### src/rtl/closest_hit.sv
// closest_hit: per-ray nearest-hit reducer.
// Takes one intersection distance per scene object, in object order, and
// tracks the smallest valid positive distance seen so far. After the last
// object of a ray it presents distance, object index and miss flag, then
// holds that result until the shader stage takes it.
module closest_hit #(
    parameter int unsigned     SIZE    = 32,
    parameter int unsigned     NUM_OBJ = 16,
    parameter int unsigned     IDX_W   = $clog2(NUM_OBJ),
    parameter logic [SIZE-1:0] T_MIN   = 32'h3a83126f
) (
    input  logic             aclk,
    input  logic             aresetn,
    input  logic [SIZE-1:0]  t_axis_tdata,
    input  logic             undef_axis_tdata,
    input  logic             t_axis_tvalid,
    output logic             t_axis_tready,
    output logic [SIZE-1:0]  hit_axis_tdata,
    output logic [IDX_W-1:0] hit_axis_obj,
    output logic             hit_axis_miss,
    output logic             hit_axis_tvalid,
    input  logic             hit_axis_tready
);

    localparam logic [1:0] RST_WAIT = 2'd0;
    localparam logic [1:0] ACCUM    = 2'd1;
    localparam logic [1:0] EMIT     = 2'd2;

    // Magnitude of +inf; the sign bit is implicit since only positive
    // distances are ever kept.
    localparam logic [SIZE-2:0]  INF_MAG  = {{8{1'b1}}, {(SIZE-9){1'b0}}};
    localparam logic [IDX_W-1:0] LAST_IDX = IDX_W'(NUM_OBJ - 1);

    logic [1:0]       state_q, state_d;
    logic [IDX_W-1:0] cnt_q, cnt_d;
    logic [SIZE-2:0]  best_t_q, best_t_d;
    logic [IDX_W-1:0] best_idx_q, best_idx_d;
    logic             have_hit_q, have_hit_d;
    logic [SIZE-2:0]  res_t_q, res_t_d;
    logic [IDX_W-1:0] res_obj_q, res_obj_d;
    logic             res_miss_q, res_miss_d;

    logic [SIZE-2:0]  t_mag;
    logic             is_cand;
    logic             take;
    logic [SIZE-2:0]  sel_t;
    logic [IDX_W-1:0] sel_idx;
    logic             sel_hit;

    // Candidate qualification and running-best selection for the current beat.
    // Positive IEEE floats order the same as their magnitude bits read as
    // unsigned integers, so no FP comparator is needed.
    always_comb begin
        t_mag   = t_axis_tdata[SIZE-2:0];
        is_cand = !undef_axis_tdata
                  && !t_axis_tdata[SIZE-1]
                  && (t_axis_tdata[SIZE-2:SIZE-9] != '1)
                  && (t_mag > T_MIN[SIZE-2:0]);
        // Strict less-than: on a tie the earlier (lower index) object stays.
        take    = is_cand && (!have_hit_q || (t_mag < best_t_q));
        sel_t   = take ? t_mag : best_t_q;
        sel_idx = take ? cnt_q : best_idx_q;
        sel_hit = take || have_hit_q;
    end

    // Next-state logic: accumulate in ACCUM, latch the result on the last
    // beat, hold it in EMIT until the consumer handshakes.
    always_comb begin
        state_d    = state_q;
        cnt_d      = cnt_q;
        best_t_d   = best_t_q;
        best_idx_d = best_idx_q;
        have_hit_d = have_hit_q;
        res_t_d    = res_t_q;
        res_obj_d  = res_obj_q;
        res_miss_d = res_miss_q;
        case (state_q)
            RST_WAIT: state_d = ACCUM;
            ACCUM: begin
                if (t_axis_tvalid) begin
                    best_t_d   = sel_t;
                    best_idx_d = sel_idx;
                    have_hit_d = sel_hit;
                    if (cnt_q == LAST_IDX) begin
                        cnt_d      = '0;
                        state_d    = EMIT;
                        res_t_d    = sel_hit ? sel_t : INF_MAG;
                        res_obj_d  = sel_hit ? sel_idx : '0;
                        res_miss_d = !sel_hit;
                    end else begin
                        cnt_d = cnt_q + 1'b1;
                    end
                end
            end
            EMIT: begin
                if (hit_axis_tready) begin
                    state_d    = ACCUM;
                    best_t_d   = INF_MAG;
                    best_idx_d = '0;
                    have_hit_d = 1'b0;
                end
            end
            default: state_d = RST_WAIT;
        endcase
    end

    // State and data registers; reset discards any partial ray.
    always_ff @(posedge aclk or negedge aresetn) begin
        if (!aresetn) begin
            state_q    <= RST_WAIT;
            cnt_q      <= '0;
            best_t_q   <= INF_MAG;
            best_idx_q <= '0;
            have_hit_q <= 1'b0;
            res_t_q    <= INF_MAG;
            res_obj_q  <= '0;
            res_miss_q <= 1'b1;
        end else begin
            state_q    <= state_d;
            cnt_q      <= cnt_d;
            best_t_q   <= best_t_d;
            best_idx_q <= best_idx_d;
            have_hit_q <= have_hit_d;
            res_t_q    <= res_t_d;
            res_obj_q  <= res_obj_d;
            res_miss_q <= res_miss_d;
        end
    end

    assign t_axis_tready   = (state_q == ACCUM);
    assign hit_axis_tvalid = (state_q == EMIT);
    assign hit_axis_tdata  = {1'b0, res_t_q};
    assign hit_axis_obj    = res_obj_q;
    assign hit_axis_miss   = res_miss_q;

endmodule

### config.mk
export PLATFORM = sky130hd
export DESIGN_NAME = closest_hit
export DESIGN_NICKNAME = d
export VERILOG_FILES = /design/src/rtl/closest_hit.sv
export SDC_FILE = /design/constraint.sdc
export NUM_CORES = 1
export LEC_CHECK = 0
export CORE_ASPECT_RATIO = 1.1
export CORE_MARGIN = 1
export CORE_UTILIZATION = 33
export DETAILED_ROUTE_END_ITERATION = 8
export SYNTH_ARGS = -nofsm -noshare
export SYNTH_HDL_FRONTEND = slang
export SYNTH_SLANG_ARGS = --single-unit
### constraint.sdc
create_clock -name aclk -period 9.14 [get_ports aclk]
set_clock_uncertainty 0.1 [all_clocks]
set_input_delay 1.828 -clock aclk [delete_from_list [all_inputs] [get_ports aclk]]
set_output_delay 1.828 -clock aclk [all_outputs]
set_load 0.01 [all_outputs]
Word level (Yosys, flattened, before mapping)
Index checks and enable logic that the tools add are counted.
{"block": "op_classes", "add_sub_neg": 1, "n_mul": 0, "div_mod_pow": 0, "order_cmp": 2, "eq_ne": 7, "n_shift": 0, "muxes": 18, "n_bitwise": 0, "reduce_logical": 16}
{"operator": "2-to-1 mux 31 bit", "n": 4}
{"operator": "one-hot mux 31 bit (2 select lines)", "n": 1}
{"operator": "> comparator 31 x 30 -> 1 bit (second input constant)", "n": 1}
{"operator": "less-than comparator 31 bit", "n": 1}
{"operator": "2-to-1 mux 4 bit", "n": 5}
{"operator": "AND reduction 3 bit", "n": 3}
{"operator": "!= test 8 bit (second input constant)", "n": 1}
{"operator": "one-hot mux 4 bit (2 select lines)", "n": 1}
{"operator": "2-to-1 mux 2 bit", "n": 3}
{"operator": "one-hot mux 2 bit (3 select lines)", "n": 1}
{"operator": "adder 4 x 1 -> 4 bit (second input constant)", "n": 1}
{"operator": "== test 4 bit (second input constant)", "n": 1}
{"operator": "logical AND 1 bit", "n": 4}
{"operator": "zero test 1 bit", "n": 4}
{"operator": "!= test 2 x 1 -> 1 bit (second input constant)", "n": 2}
{"operator": "== test 2 x 1 -> 1 bit (second input constant)", "n": 1}
{"operator": "== test 2 bit (second input constant)", "n": 1}
{"operator": "zero test 2 bit", "n": 1}
{"operator": "logical OR 1 bit", "n": 2}
{"operator": "2-to-1 mux 1 bit", "n": 2}
{"operator": "!= test 2 bit (second input constant)", "n": 1}
{"operator": "one-hot mux 1 bit (2 select lines)", "n": 1}
{"operator": "AND reduction 2 bit", "n": 1}
{"operator": "nonzero test 2 bit", "n": 1}
{"block": "word_totals", "register_bits": 78, "latch_bits": 0, "ram_bits": 0, "romBits": 0, "input_bits": 37, "out_inout_bits": 39, "elab_cells": 52, "n_memories": 0}

Depth between registers and ports, before layout
Gate-level depths: netlist of the first run.
{"block": "depth", "ltp_word": 8, "ltp_mapped": 11, "ltp_nobuf": 9}

Worst setup path after synthesis of the first run
OpenSTA, ideal clock, no wires.
{"block": "synth_path", "kind": "input to register", "start": "input t_axis_tdata[11]", "end": "register best_t_q[15]", "setup_ns": 0.125, "t_arrival_ns": 4.059, "t_required_ns": 8.915, "slack_ns": 4.856, "path_stages": 9, "path_buffers": 2, "cell_sequence": "or4_1 > nor3_2 > o21a_1 > o211ai_2 > a211o_1 > or3_1 > buf_6 > buf_6 > mux2_4"}
{"block": "synth_via", "elab_chain_cells": 6, "word_cells_on_any_way": 8, "cone_classes": "order compare: 2; mux: 3; reduce/logical: 3"}
{"item": "start, declared", "line_no": "14", "source": "input logic [SIZE-1:0] t_axis_tdata,"}
{"item": "> comparator 31 x 30 -> 1 bit or less-than comparator 31 bit (tied branches)", "line_no": "58, 60"}
{"item": "logical AND 1 bit or logical OR 1 bit (tied branches)", "line_no": "58, 60"}
{"item": "logical AND 1 bit *", "line_no": "60", "source": "take = is_cand && (!have_hit_q || (t_mag < best_t_q));"}
{"item": "2-to-1 mux 31 bit *", "line_no": "61", "source": "sel_t = take ? t_mag : best_t_q;"}
{"item": "2-to-1 mux 31 bit *", "line_no": "80", "source": "if (t_axis_tvalid) begin"}
{"item": "one-hot mux 31 bit (2 select lines) *", "line_no": "77", "source": "case (state_q)"}
{"item": "end signal, assigned", "line_no": "121", "source": "best_t_q <= best_t_d;"}
{"item": "end, declared", "line_no": "36", "source": "logic [SIZE-2:0] best_t_q, best_t_d;"}
Mark *: on every way between the ends. The rest lies on a longest branch, timed or not. The select of a mux whose other input is x is not followed.
A chain may end at the register's enable or synchronous reset.

Final worst setup path of the first run
{"block": "layout_path", "start": "input t_axis_tdata[8]", "end": "register res_t_q[1]"}
{"block": "layout_via", "elab_chain_cells": 5, "word_cells_on_any_way": 8, "cone_classes": "order compare: 2; mux: 2; reduce/logical: 4"}
{"item": "> comparator 31 x 30 -> 1 bit or less-than comparator 31 bit (tied branches)", "line_no": "58, 60"}
{"item": "logical AND 1 bit or logical OR 1 bit (tied branches)", "line_no": "58, 60"}
{"item": "logical AND 1 bit *", "line_no": "60"}
{"item": "2-to-1 mux 31 bit or logical OR 1 bit (tied branches)", "line_no": "61, 63"}
{"item": "2-to-1 mux 31 bit *", "line_no": "87", "source": "res_t_d = sel_hit ? sel_t : INF_MAG;"}
{"item": "end signal, assigned", "line_no": "124", "source": "res_t_q <= res_t_d;"}
{"item": "end, declared", "line_no": "39", "source": "logic [SIZE-2:0] res_t_q, res_t_d;"}
Mark *: on every way between the ends. The rest lies on a longest branch, timed or not.

==> key figures, run 1 <==
STA
  • Transition time of the tightest slew-check pin: roughly 1200 ps
  • Period minus WS final: 5131 ps
  • RSZ-0062 raised after global routing: no
  • Highest attainable clock frequency: 0.1949 GHz
  • Pins Over Slew Limit: 0
  • Setup Total Neg Slack: 0 ps
  • Relative max-transition margin: 16.92%
  • Post-layout worst setup margin: around 4000 ps
  • Hold Violations, Final: 0
  • Final period utilization: 56.14%
  • Endpoints failing setup: 0

Global routing
  • Wire length of the first global-routing pass: around 22000 um
  • Maximum number of pins on one net before global-route repair: 79
  • Overflow left after global routing: 0
  • All-Layer GR Usage: 17.73%
  • Number of antenna violations at the first check in global routing: 0
  • Via count of the first global-routing pass: 4191

Logic synthesis
  • FF+latch count, synth: 78
  • Fraction of the yosys area taken by sequential cells: 40.60%
  • Netlist Area Pre-Place: 4860 um2
  • Post-synth EDFFs: 0
  • Number of unique standard cell types used by synthesis: 46
  • Post-synth top flop: sky130_fd_sc_hd__dfrtp_1
  • Mean area per synthesized cell: approximately 9.2 um2
  • Synthesis warning total: 0
  • Share of flip-flops with an asynchronous set or reset: 100.0%
  • Post-synthesis instance total: roughly 530
  • Nets in the synthesized netlist: 595

Layout
  • Share of cells above drive strength 1: about 15%
  • Util after Layout: 41.94%
  • Most common cell after layout, fill and taps aside: sky130_fd_sc_hd__nand2_1
  • Number of nets in the layout: 648
  • Leading cell types in the layout, fill and taps excluded: sky130_fd_sc_hd__nand2_1 (84), sky130_fd_sc_hd__clkdlybuf4s50_1 (73), sky130_fd_sc_hd__dfrtp_1 (61), sky130_fd_sc_hd__inv_1 (37)
  • Antenna Diode Count: 0
  • Post-synthesis to final-layout area growth: 24.18%
  • FILL cells: 1434

Place
  • Worst slack after detailed placement: roughly 3700 ps
  • HPWL reported at the end of detailed placement: between 8000 and 9000 um
  • Placer congestion estimate: 0.8812
  • Port Buf Inserts: 74

Pwr
  • Leakage dissipation: 2.660 nW
  • Power Dens Cells: about 290 nW/um2
  • Peak supply drop: roughly 0.11 mV

Floorplanning
  • Die H: 129.3 um
  • Overall die width: 117.7 um
  • I/O Pins: 76
  • Overall die area: 15220 um2
  • Core area: 14390 um2
  • Initial core utilization: ~34%
  • FP Rows: 46

Critical path
  • Peak fanout along the critical path: 49
  • CP Buf/Inv Count: 2
  • Critical path startpoint category: primary input
  • Crit path arrival time: 5200 ps
  • Critical path endpoint category: flip-flop
  • Chain of cells forming the critical path: clkdlybuf4s50_1 > ha_1 > a21oi_1 > nor3_1 > a311oi_1 > a21boi_0 > a211o_1 > buf_4 > nor2_2 > o211ai_1
  • Critical path's largest stage delay: slightly below 900 ps
  • Slowest CP cell: sky130_fd_sc_hd__nor2_2
  • Cell family with most CP delay: compound AO/OA/AOI/OAI gates
  • Worst Setup Path Type: primary input to flip-flop
  • Worst endpoint required time: 9200 ps

Clock network
  • Post-CTS Setup Bufs: 0
  • Max Buffers Root-to-Sink: 2
  • Clock transition at the registers of the reported paths: about 60 ps
  • Resized cells post-CTS: 0
  • Clock insertion delay at the later pin of the skew report: 340 ps
  • TritonCTS clock tree: yes
  • Number of buffers inserted during clock tree synthesis: 9
  • Root buffer cell: sky130_fd_sc_hd__clkbuf_16
  • Hold Buf Count CTS: 0
  • Total number of H-tree levels: 3
  • Total number of clock tree sinks: 78

Routing
  • Initial detailed-routing violation count: 174
  • Average vias per placed instance: 5.426
  • Residual antenna-violating net count after detailed routing: 0
  • DR pass1 iterations: 4
  • DRC: 0
  • Total wirelength of the detailed-routed design: 13420 um
  • Number of vias after detailed routing: 4216
  • Detail-routed net length per standard cell: 17.27 um

Run
  • Max Cap Viol: 0

Worst hold path
  • Worst min-delay path category: flip-flop to flip-flop

Status
  • Result of the run: complete, no violations
==> per-stage QoR <==
| stage | total power (W) | hold WS (ps) | cells | cell area (um2) |
|---|---|---|---|---|
| global route | 0.001859 | 420.5 | 777 | 6035 |
| detailed placement | 0.001362 | 373.4 | 761 | 5720 |
| finish | 0.001736 | 379.0 | 777 | 6035 |
| CTS | 0.001750 | 384.5 | 777 | 6035 |
| global placement | 0.001341 | 369.6 | 761 | 5720 |
| floorplan | 0.001071 | 371.7 | 527 | 4860 |
==> path summary, 6_finish.rpt <==
check / slack (ps) / start / end / depth (start not counted)
worst max-delay path: 4010 / t_axis_tdata[8] / res_t_q[1] / 10
worst min-delay path: 380 / hit_axis_miss / hit_axis_miss / 2
worst max register to register: 5630 / best_t_q[25] / res_t_q[1] / 10
worst min register to register: 380 / hit_axis_miss / hit_axis_miss / 2
max in group asynchronous: 6740 / aresetn / cnt_q[1] / 1
min in group asynchronous: 1570 / aresetn / res_t_q[15] / 1
==> worst min-delay path, cell delays in order (launching register included) <==
cell	delay [ps]
sky130_fd_sc_hd__dfstp_2	370
sky130_fd_sc_hd__nand2_1	40
sky130_fd_sc_hd__o21ai_0	60
==> area by class of cell <==
| class | count | area, um2 | share of cell area [%] |
|---|---|---|---|
| inverter | 37 | 138.9 | 2.301 |
| multi-input combinational | 374 | 2585 | 42.84 |
| tap | 192 | 240.2 | 3.981 |
| sequential | 78 | 1973 | 32.70 |
| timing repair buffer | 80 | 783.3 | 12.98 |
| clock inverter | 7 | 88.84 | 1.472 |
| clock buffer | 9 | 225.2 | 3.732 |
==> Yosys cell counts (2+ instances only) <==
library cell | instances | area share [%]
sky130_fd_sc_hd__nor2_1 | 14 | 1.1
sky130_fd_sc_hd__o21a_1 | 2 | 0.31
sky130_fd_sc_hd__dfrtp_1 | 61 | 31
sky130_fd_sc_hd__a31oi_1 | 9 | 1.2
sky130_fd_sc_hd__mux2_2 | 5 | 1.2
sky130_fd_sc_hd__or4_1 | 28 | 4.3
sky130_fd_sc_hd__ha_1 | 31 | 8.0
sky130_fd_sc_hd__nor3_1 | 7 | 0.72
sky130_fd_sc_hd__and3_1 | 3 | 0.39
sky130_fd_sc_hd__clkbuf_1 | 32 | 2.5
sky130_fd_sc_hd__nand3_1 | 34 | 3.5
sky130_fd_sc_hd__dfstp_2 | 17 | 9.2
sky130_fd_sc_hd__mux2i_1 | 5 | 1.0
sky130_fd_sc_hd__o2111ai_1 | 6 | 1.1
sky130_fd_sc_hd__a21oi_1 | 34 | 3.5
sky130_fd_sc_hd__buf_6 | 4 | 0.93
sky130_fd_sc_hd__nor2b_1 | 4 | 0.51
sky130_fd_sc_hd__inv_1 | 37 | 2.9
sky130_fd_sc_hd__or3b_2 | 8 | 1.4
sky130_fd_sc_hd__or3_1 | 2 | 0.26
sky130_fd_sc_hd__a21o_1 | 3 | 0.46
sky130_fd_sc_hd__nand4_1 | 5 | 0.64
sky130_fd_sc_hd__o211ai_1 | 23 | 3.6
sky130_fd_sc_hd__mux2_4 | 25 | 7.7
sky130_fd_sc_hd__a311oi_1 | 2 | 0.36
sky130_fd_sc_hd__nand2_1 | 84 | 6.5
sky130_fd_sc_hd__o21ai_0 | 21 | 2.2
sky130_fd_sc_hd__nor4_1 | 3 | 0.39
==> cells by family (layout without fill, tap and decap cells) <==
logic type	count (synthesis)	after routing	synth area share [%]
adder cells (fa/ha/maj)	31	31	7.981
AO/OA/AOI/OAI	108	108	14.08
AND/OR/NAND/NOR	198	198	20.67
XOR/XNOR	1	1	0.1803
flip-flops	78	78	40.60
buffers and inverters	75	133	6.488
multiplexers	35	35	9.912
other	1	1	0.07717
==> power by group <==
group	internal (W)	switching, W	total (W)
logic	0.000374	0.000360	0.000734
registers	0.000529	0.0000943	0.000623
clock network	0.000238	0.000142	0.000379
total	0.00114	0.000596	0.00174
==> per-layer routing <==
layer | wire length, um | vias to the layer above | share of wire [%] | GRT usage, %
li1 | - | 2001 | - | -
met1 | 5916 | 2073 | 44 | 22.11
met2 | 6569 | 128 | 49 | 30.52
met3 | 691 | 14 | 5.2 | 2.993
met4 | 239 | 0 | 1.8 | 7.391
met5 | 0 | - | 0 | 0
==> registers in the layout, summed over array words and instances (netlist names) <==
signal and count:
best_t_q 31, res_t_q 31, best_idx_q 4, cnt_q 4, hit_axis_obj 4, state_q 2
have_hit_q 1, hit_axis_miss 1
No activity file was read; power rests on OpenSTA's default activity.
==> run 2, diff against run 1 <==
Clock period 9.14 ns to 4.8 ns, I/O delays scaled along.
==> run 2 against run 1 <==
- sequential power increased by 89%
- cell count rose by 1.3%
- critical path depth shrank 1
- power up 93%
- core utilization is 0.57 points higher
- wire length is 0.58% lower
- sequential cell count stayed put
- register-to-register slack got worse by 4100 ps
- first-iteration DRC count grew 53%
- clock-buffer cell count is 3 higher
==> key figures, run 2 (synthesis gave the netlist of run 1 again) <==
Clock network
  • Clock insertion delay at the later pin of the skew report: 340 ps
  • Post-CTS Setup Bufs: 0
  • Number of buffers inserted during clock tree synthesis: 9
  • Total number of H-tree levels: 3
  • Hold Buf Count CTS: 0
  • TritonCTS clock tree: yes
  • Resized cells post-CTS: 0
  • Root buffer cell: sky130_fd_sc_hd__clkbuf_16
  • Clock transition at the registers of the reported paths: 60 ps
  • Total number of clock tree sinks: 78
  • Max Buffers Root-to-Sink: 2

Critical path
  • Critical path endpoint category: flip-flop
  • Crit path arrival time: 4110 ps
  • Critical path's largest stage delay: about 620 ps
  • Worst Setup Path Type: primary input to flip-flop
  • Worst endpoint required time: 4930 ps
  • Peak fanout along the critical path: 23
  • Cell family with most CP delay: simple AND/OR/NAND/NOR gates
  • Slowest CP cell: sky130_fd_sc_hd__or4_1
  • Critical path startpoint category: primary input
  • CP Buf/Inv Count: 2
  • Chain of cells forming the critical path: clkdlybuf4s50_1 > or4_1 > nor3_2 > o21a_1 > o211ai_2 > a211o_1 > or3_2 > buf_4 > mux2_4

Global routing
  • All-Layer GR Usage: 18.32%
  • Wire length of the first global-routing pass: 22040 um
  • Maximum number of pins on one net before global-route repair: 79
  • Number of antenna violations at the first check in global routing: 0
  • Via count of the first global-routing pass: ~4200
  • Overflow left after global routing: 0

Routing
  • DR pass1 iterations: 4
  • Initial detailed-routing violation count: about 270
  • Average vias per placed instance: roughly 5.3
  • DRC: 0
  • Residual antenna-violating net count after detailed routing: 0
  • Number of vias after detailed routing: 4148
  • Detail-routed net length per standard cell: 16.95 um
  • Total wirelength of the detailed-routed design: between 10000 and 15000 um

Layout
  • Biggest regs: best_t_q: 31 flops, res_t_q: 31 flops
  • Antenna Diode Count: 0
  • Post-synthesis to final-layout area growth: 25.85%
  • Share of cells above drive strength 1: 15.46%
  • Leading cell types in the layout, fill and taps excluded: sky130_fd_sc_hd__nand2_1 (84), sky130_fd_sc_hd__clkdlybuf4s50_1 (73), sky130_fd_sc_hd__dfrtp_1 (61), sky130_fd_sc_hd__inv_1 (37)
  • FILL cells: 1391
  • Number of nets in the layout: ~660
  • Most common cell after layout, fill and taps aside: sky130_fd_sc_hd__nand2_1

Floorplanning
  • Overall die width: 117.7 um
  • I/O Pins: 76
  • Initial core utilization: 33.77%
  • Die H: roughly 130 um
  • Overall die area: 15220 um2
  • Core area: 14390 um2
  • FP Rows: 46

STA
  • Period minus WS final: just under 4000 ps
  • RSZ-0062 raised after global routing: no
  • Setup Total Neg Slack: 0 ps
  • Highest attainable clock frequency: 0.2515 GHz
  • Post-layout worst setup margin: 823.1 ps
  • Hold Violations, Final: 0
  • Endpoints failing setup: 0
  • Relative max-transition margin: 32.52%
  • Pins Over Slew Limit: 0
  • Final period utilization: 82.85%
  • Transition time of the tightest slew-check pin: 1012 ps

Pwr
  • Peak supply drop: 0.2012 mV
  • Leakage dissipation: approximately 2.7 nW
  • Power Dens Cells: 548.4 nW/um2

Worst hold path
  • Worst min-delay path category: flip-flop to flip-flop

Run
  • Max Cap Viol: 0

Place
  • Worst slack after detailed placement: 484.6 ps
  • Placer congestion estimate: 0.8327
  • HPWL reported at the end of detailed placement: between 9000 and 10000 um
  • Port Buf Inserts: 74

Status
  • Result of the run: complete, no violations
==> run 2: cell types whose count changed in the layout (fill, tap and decap cells not counted), sizes merged <==
cell	before	now
clkinv	5	2
clkbuf	9	12
buf	7	17
==> run 2: layout make-up <==
| cell class | instances | area [um2] | area share, % |
|---|---|---|---|
| clock inverter | 4 | 68.82 | 1.125 |
| tap | 192 | 240.2 | 3.928 |
| inverter | 37 | 138.9 | 2.271 |
| clock buffer | 12 | 256.5 | 4.194 |
| sequential | 78 | 1973 | 32.26 |
| timing repair buffer | 90 | 858.3 | 14.03 |
| multi-input combinational | 374 | 2580 | 42.18 |
==> run 2: power by group <==
group / switching, W / internal [W] / total (W)
clock network: 0.000272 / 0.000481 / 0.000753
registers: 0.000177 / 0.00101 / 0.00118
logic: 0.000687 / 0.000730 / 0.00142
==> run 2: through the flow <==
step | hold WS [ps] | area, um2 | power (W) | cells | util [%]
after floorplan | 371.7 | 4860 | 0.002039 | 527 | -
after global placement | 373.2 | 5791 | 0.002578 | 771 | 40.24
after detailed placement | 374.8 | 5791 | 0.002617 | 771 | 40.24
after CTS | 382.7 | 6116 | 0.003389 | 787 | 42.50
after global routing | 412.8 | 6116 | 0.003602 | 787 | 42.50
final | 377.3 | 6116 | 0.003354 | 787 | 42.50
==> run 2: worst register-to-register path: stages, from the launching register on <==
cell	delay (ps)
sky130_fd_sc_hd__dfstp_2	530
sky130_fd_sc_hd__inv_1	50
sky130_fd_sc_hd__ha_1	310
sky130_fd_sc_hd__nand4_1	150
sky130_fd_sc_hd__inv_1	60
sky130_fd_sc_hd__a221oi_1	280
sky130_fd_sc_hd__o211ai_1	120
sky130_fd_sc_hd__a211o_1	420
sky130_fd_sc_hd__or3_2	530
sky130_fd_sc_hd__buf_4	290
sky130_fd_sc_hd__mux2_4	360
==> run 2: layer usage <==
layer | track usage [%] | wire, um
met1 | 23.40 | 5933
met2 | 30.45 | 6458
met3 | 3.521 | 607
met4 | 7.768 | 338
met5 | 0 | 0
==> run 2: path summary, 6_finish.rpt <==
kind,from,to,slack [ps],cells past startpoint
min in group asynchronous,aresetn,res_t_q[15],690,1
max in group asynchronous,aresetn,state_q[0],3260,1
setup reg to reg,best_t_q[25],best_t_q[2],1490,10
hold / removal,hit_axis_miss,hit_axis_miss,380,2
setup / recovery,t_axis_tdata[11],best_t_q[2],820,9
hold reg to reg,hit_axis_miss,hit_axis_miss,380,2
==> run 3, diff against run 2 <==
Clock period 4.8 ns to 4.15 ns, I/O delays scaled along.
==> run 3 against run 2 <==
- via count rose by 1.4%
- sequential cell count unchanged
- design area rose by 0.37%
- core utilization is 0.16 points higher
- cell count increased by 0.76%
- die area is the same
- critical path type unchanged
- first-iteration DRC count down 7.9%
- largest cell class unchanged
- combinational power is 15% higher
- highest routed layer unchanged
- sequential power increased by 16%
- sequential share of layout area fell by 0.12 points
- power is 13% higher
- clock power grew 3.3%
==> key figures, run 3 (synthesis gave the netlist of run 1 again) <==
Place
  • Port Buf Inserts: between 70 and 80
  • Total cell area at the placement stage: 5848 um2
  • Placer congestion estimate: 0.8865
  • HPWL reported at the end of detailed placement: 9294 um

Pwr
  • Peak supply drop: 0.2729 mV
  • Power Dens Cells: 617.5 nW/um2
  • Leakage dissipation: between 2 and 3 nW

Global routing
  • M1 GR Usage: a little under a quarter
  • Maximum number of pins on one net before global-route repair: 79
  • Busiest metal layer after global routing: met2
  • Met2 track demand over resource in global routing: between 30% and 40%
  • Met3 demand-to-capacity share in global routing: between 2 and 3%
  • Via count of the first global-routing pass: 4303
  • All-Layer GR Usage: 18.61%
  • Overflow left after global routing: 0
  • Wire length of the first global-routing pass: 22160 um
  • Number of antenna violations at the first check in global routing: 0

Critical path
  • End of the worst register-to-register path: best_t_q[9]
  • Critical path startpoint category: primary input
  • Critical register-to-register path startpoint: best_t_q[25]
  • Slowest CP cell: sky130_fd_sc_hd__or4_1
  • Number of cells traversed by the worst register-to-register path: 10
  • Crit path arrival time: 3820 ps
  • Critical path's largest stage delay: 610 ps
  • Chain of cells forming the critical path: clkdlybuf4s50_1 > or4_1 > nor3_2 > o21a_1 > o211ai_2 > a211o_1 > or3_2 > buf_4 > mux2_4
  • Reg-to-reg slack, setup: 980 ps
  • Peak fanout along the critical path: 16
  • Worst Setup Path Type: primary input to flip-flop
  • Worst endpoint required time: 4270 ps
  • Critical path endpoint category: flip-flop

Layout
  • Most common cell after layout, fill and taps aside: sky130_fd_sc_hd__nand2_1
  • FILL cells: 1427
  • Post-route design area: 6138 um2
  • Post-synthesis to final-layout area growth: 26.31%
  • Antenna Diode Count: 0
  • Number of nets in the layout: 664
  • Biggest regs: best_t_q: 31 flops, res_t_q: 31 flops
  • Leading cell types in the layout, fill and taps excluded: sky130_fd_sc_hd__nand2_1 (84), sky130_fd_sc_hd__clkdlybuf4s50_1 (73), sky130_fd_sc_hd__dfrtp_1 (61), sky130_fd_sc_hd__inv_1 (37)
  • Share of cells above drive strength 1: roughly 17%

STA
  • Hold Violations, Final: 0
  • Endpoints failing setup: 0
  • Setup Total Neg Slack: 0 ps
  • Highest attainable clock frequency: 0.2705 GHz
  • Relative max-transition margin: 32.03%
  • Transition time of the tightest slew-check pin: 1020 ps
  • RSZ-0062 raised after global routing: no
  • Final period utilization: 89.08%
  • Period minus WS final: approximately 3700 ps
  • Pins Over Slew Limit: 0

Routing
  • DRC: 0
  • Number of vias after detailed routing: 4206
  • Residual antenna-violating net count after detailed routing: 0
  • Initial detailed-routing violation count: 245
  • Total wirelength of the detailed-routed design: 13580 um
  • Detail-routed net length per standard cell: about 17 um
  • DR pass1 iterations: 4
  • Average vias per placed instance: 5.304

Floorplanning
  • Core area: approximately 14000 um2
  • Overall die width: 117.7 um
  • Die H: around 130 um
  • Overall die area: 15220 um2
  • FP Rows: 46
  • I/O Pins: 76
  • Initial core utilization: roughly a third

Worst hold path
  • Hold-critical path endpoint: hit_axis_miss
  • Worst min-delay path category: flip-flop to flip-flop
  • Launch point of the worst hold path: hit_axis_miss
  • Hold Path Depth: 2

Clock network
  • Max Buffers Root-to-Sink: 2
  • Hold Buf Count CTS: 0
  • Post-CTS Setup Bufs: 0
  • Clock insertion delay at the later pin of the skew report: 340 ps
  • Clock transition at the registers of the reported paths: 60 ps
  • Total number of H-tree levels: 3
  • TritonCTS clock tree: yes
  • Number of buffers inserted during clock tree synthesis: 9
  • Root buffer cell: sky130_fd_sc_hd__clkbuf_16
  • Resized cells post-CTS: 0
  • Total number of clock tree sinks: 78

Run
  • Max Cap Viol: 0

Status
  • Result of the run: complete, no violations
-- run 3: cell count changes in the layout (fill, tap and decap cells not counted), sizes merged --
cell and change:
buf +6, clkbuf -3, clkinv +2, clkinvlp +2, bufinv -1
-- run 3: per-layer routing --
| metal | part of all wire [%] | vias up |
|---|---|---|
| met5 | 0 | - |
| met1 | 46 | 2063 |
| met2 | 48 | 91 |
| met3 | 3.6 | 27 |
| li1 | - | 2025 |
| met4 | 2.9 | 0 |
-- run 3: critical path, delay by kind of cell --
kind                   cells  cell delay, ps
AO/OA/AOI/OAI              3             600
buffers and inverters      2             750
multiplexers               1             320
AND/OR/NAND/NOR            3            1320
-- run 3: cell type report --
class / instances / area [um2] / area share [%]
clock inverters: 7 / 65.06 / 1.060
repair buffers: 96 / 915.9 / 14.92
inverters: 37 / 138.9 / 2.263
flip-flops and latches: 78 / 1973 / 32.14
well taps: 192 / 240.2 / 3.914
multi-input cells: 374 / 2580 / 42.03
clock buffers: 9 / 225.2 / 3.669
-- run 3: through the flow --
step	util [%]	setup WS, ps	hold WS, ps	std cells	power (W)
final	42.66	453.2	380.7	793	0.003791
after global routing	42.66	260.6	414.7	793	0.004081
after CTS	42.66	476.5	383.4	793	0.003828
after detailed placement	40.64	131.8	375.0	777	0.003028
after global placement	40.64	184.4	363.2	777	0.002975
after floorplan	-	863.5	371.7	527	0.002359
-- run 3: how the worst max path moves through the flow --
stage / startpoint / end / slack (ps)
2_1_floorplan: t_axis_tdata[11] / best_t_q[15] / 860
3_3_place_gp: t_axis_tdata[30] / best_t_q[13] / 180
3_5_place_dp: t_axis_tdata[10] / best_t_q[1] / 130
4_1_cts: t_axis_tdata[22] / best_t_q[9] / 480
5_1_grt: t_axis_tdata[22] / best_t_q[4] / 260
6_report: t_axis_tdata[10] / best_t_q[9] / 450
-- run 3: power by group --
part | switching [W] | leakage (nW) | internal, W
Sequential | 0.000207 | 0.909 | 0.00116
Combinational | 0.000793 | 1.67 | 0.000848
Clock | 0.000317 | 0.141 | 0.000461
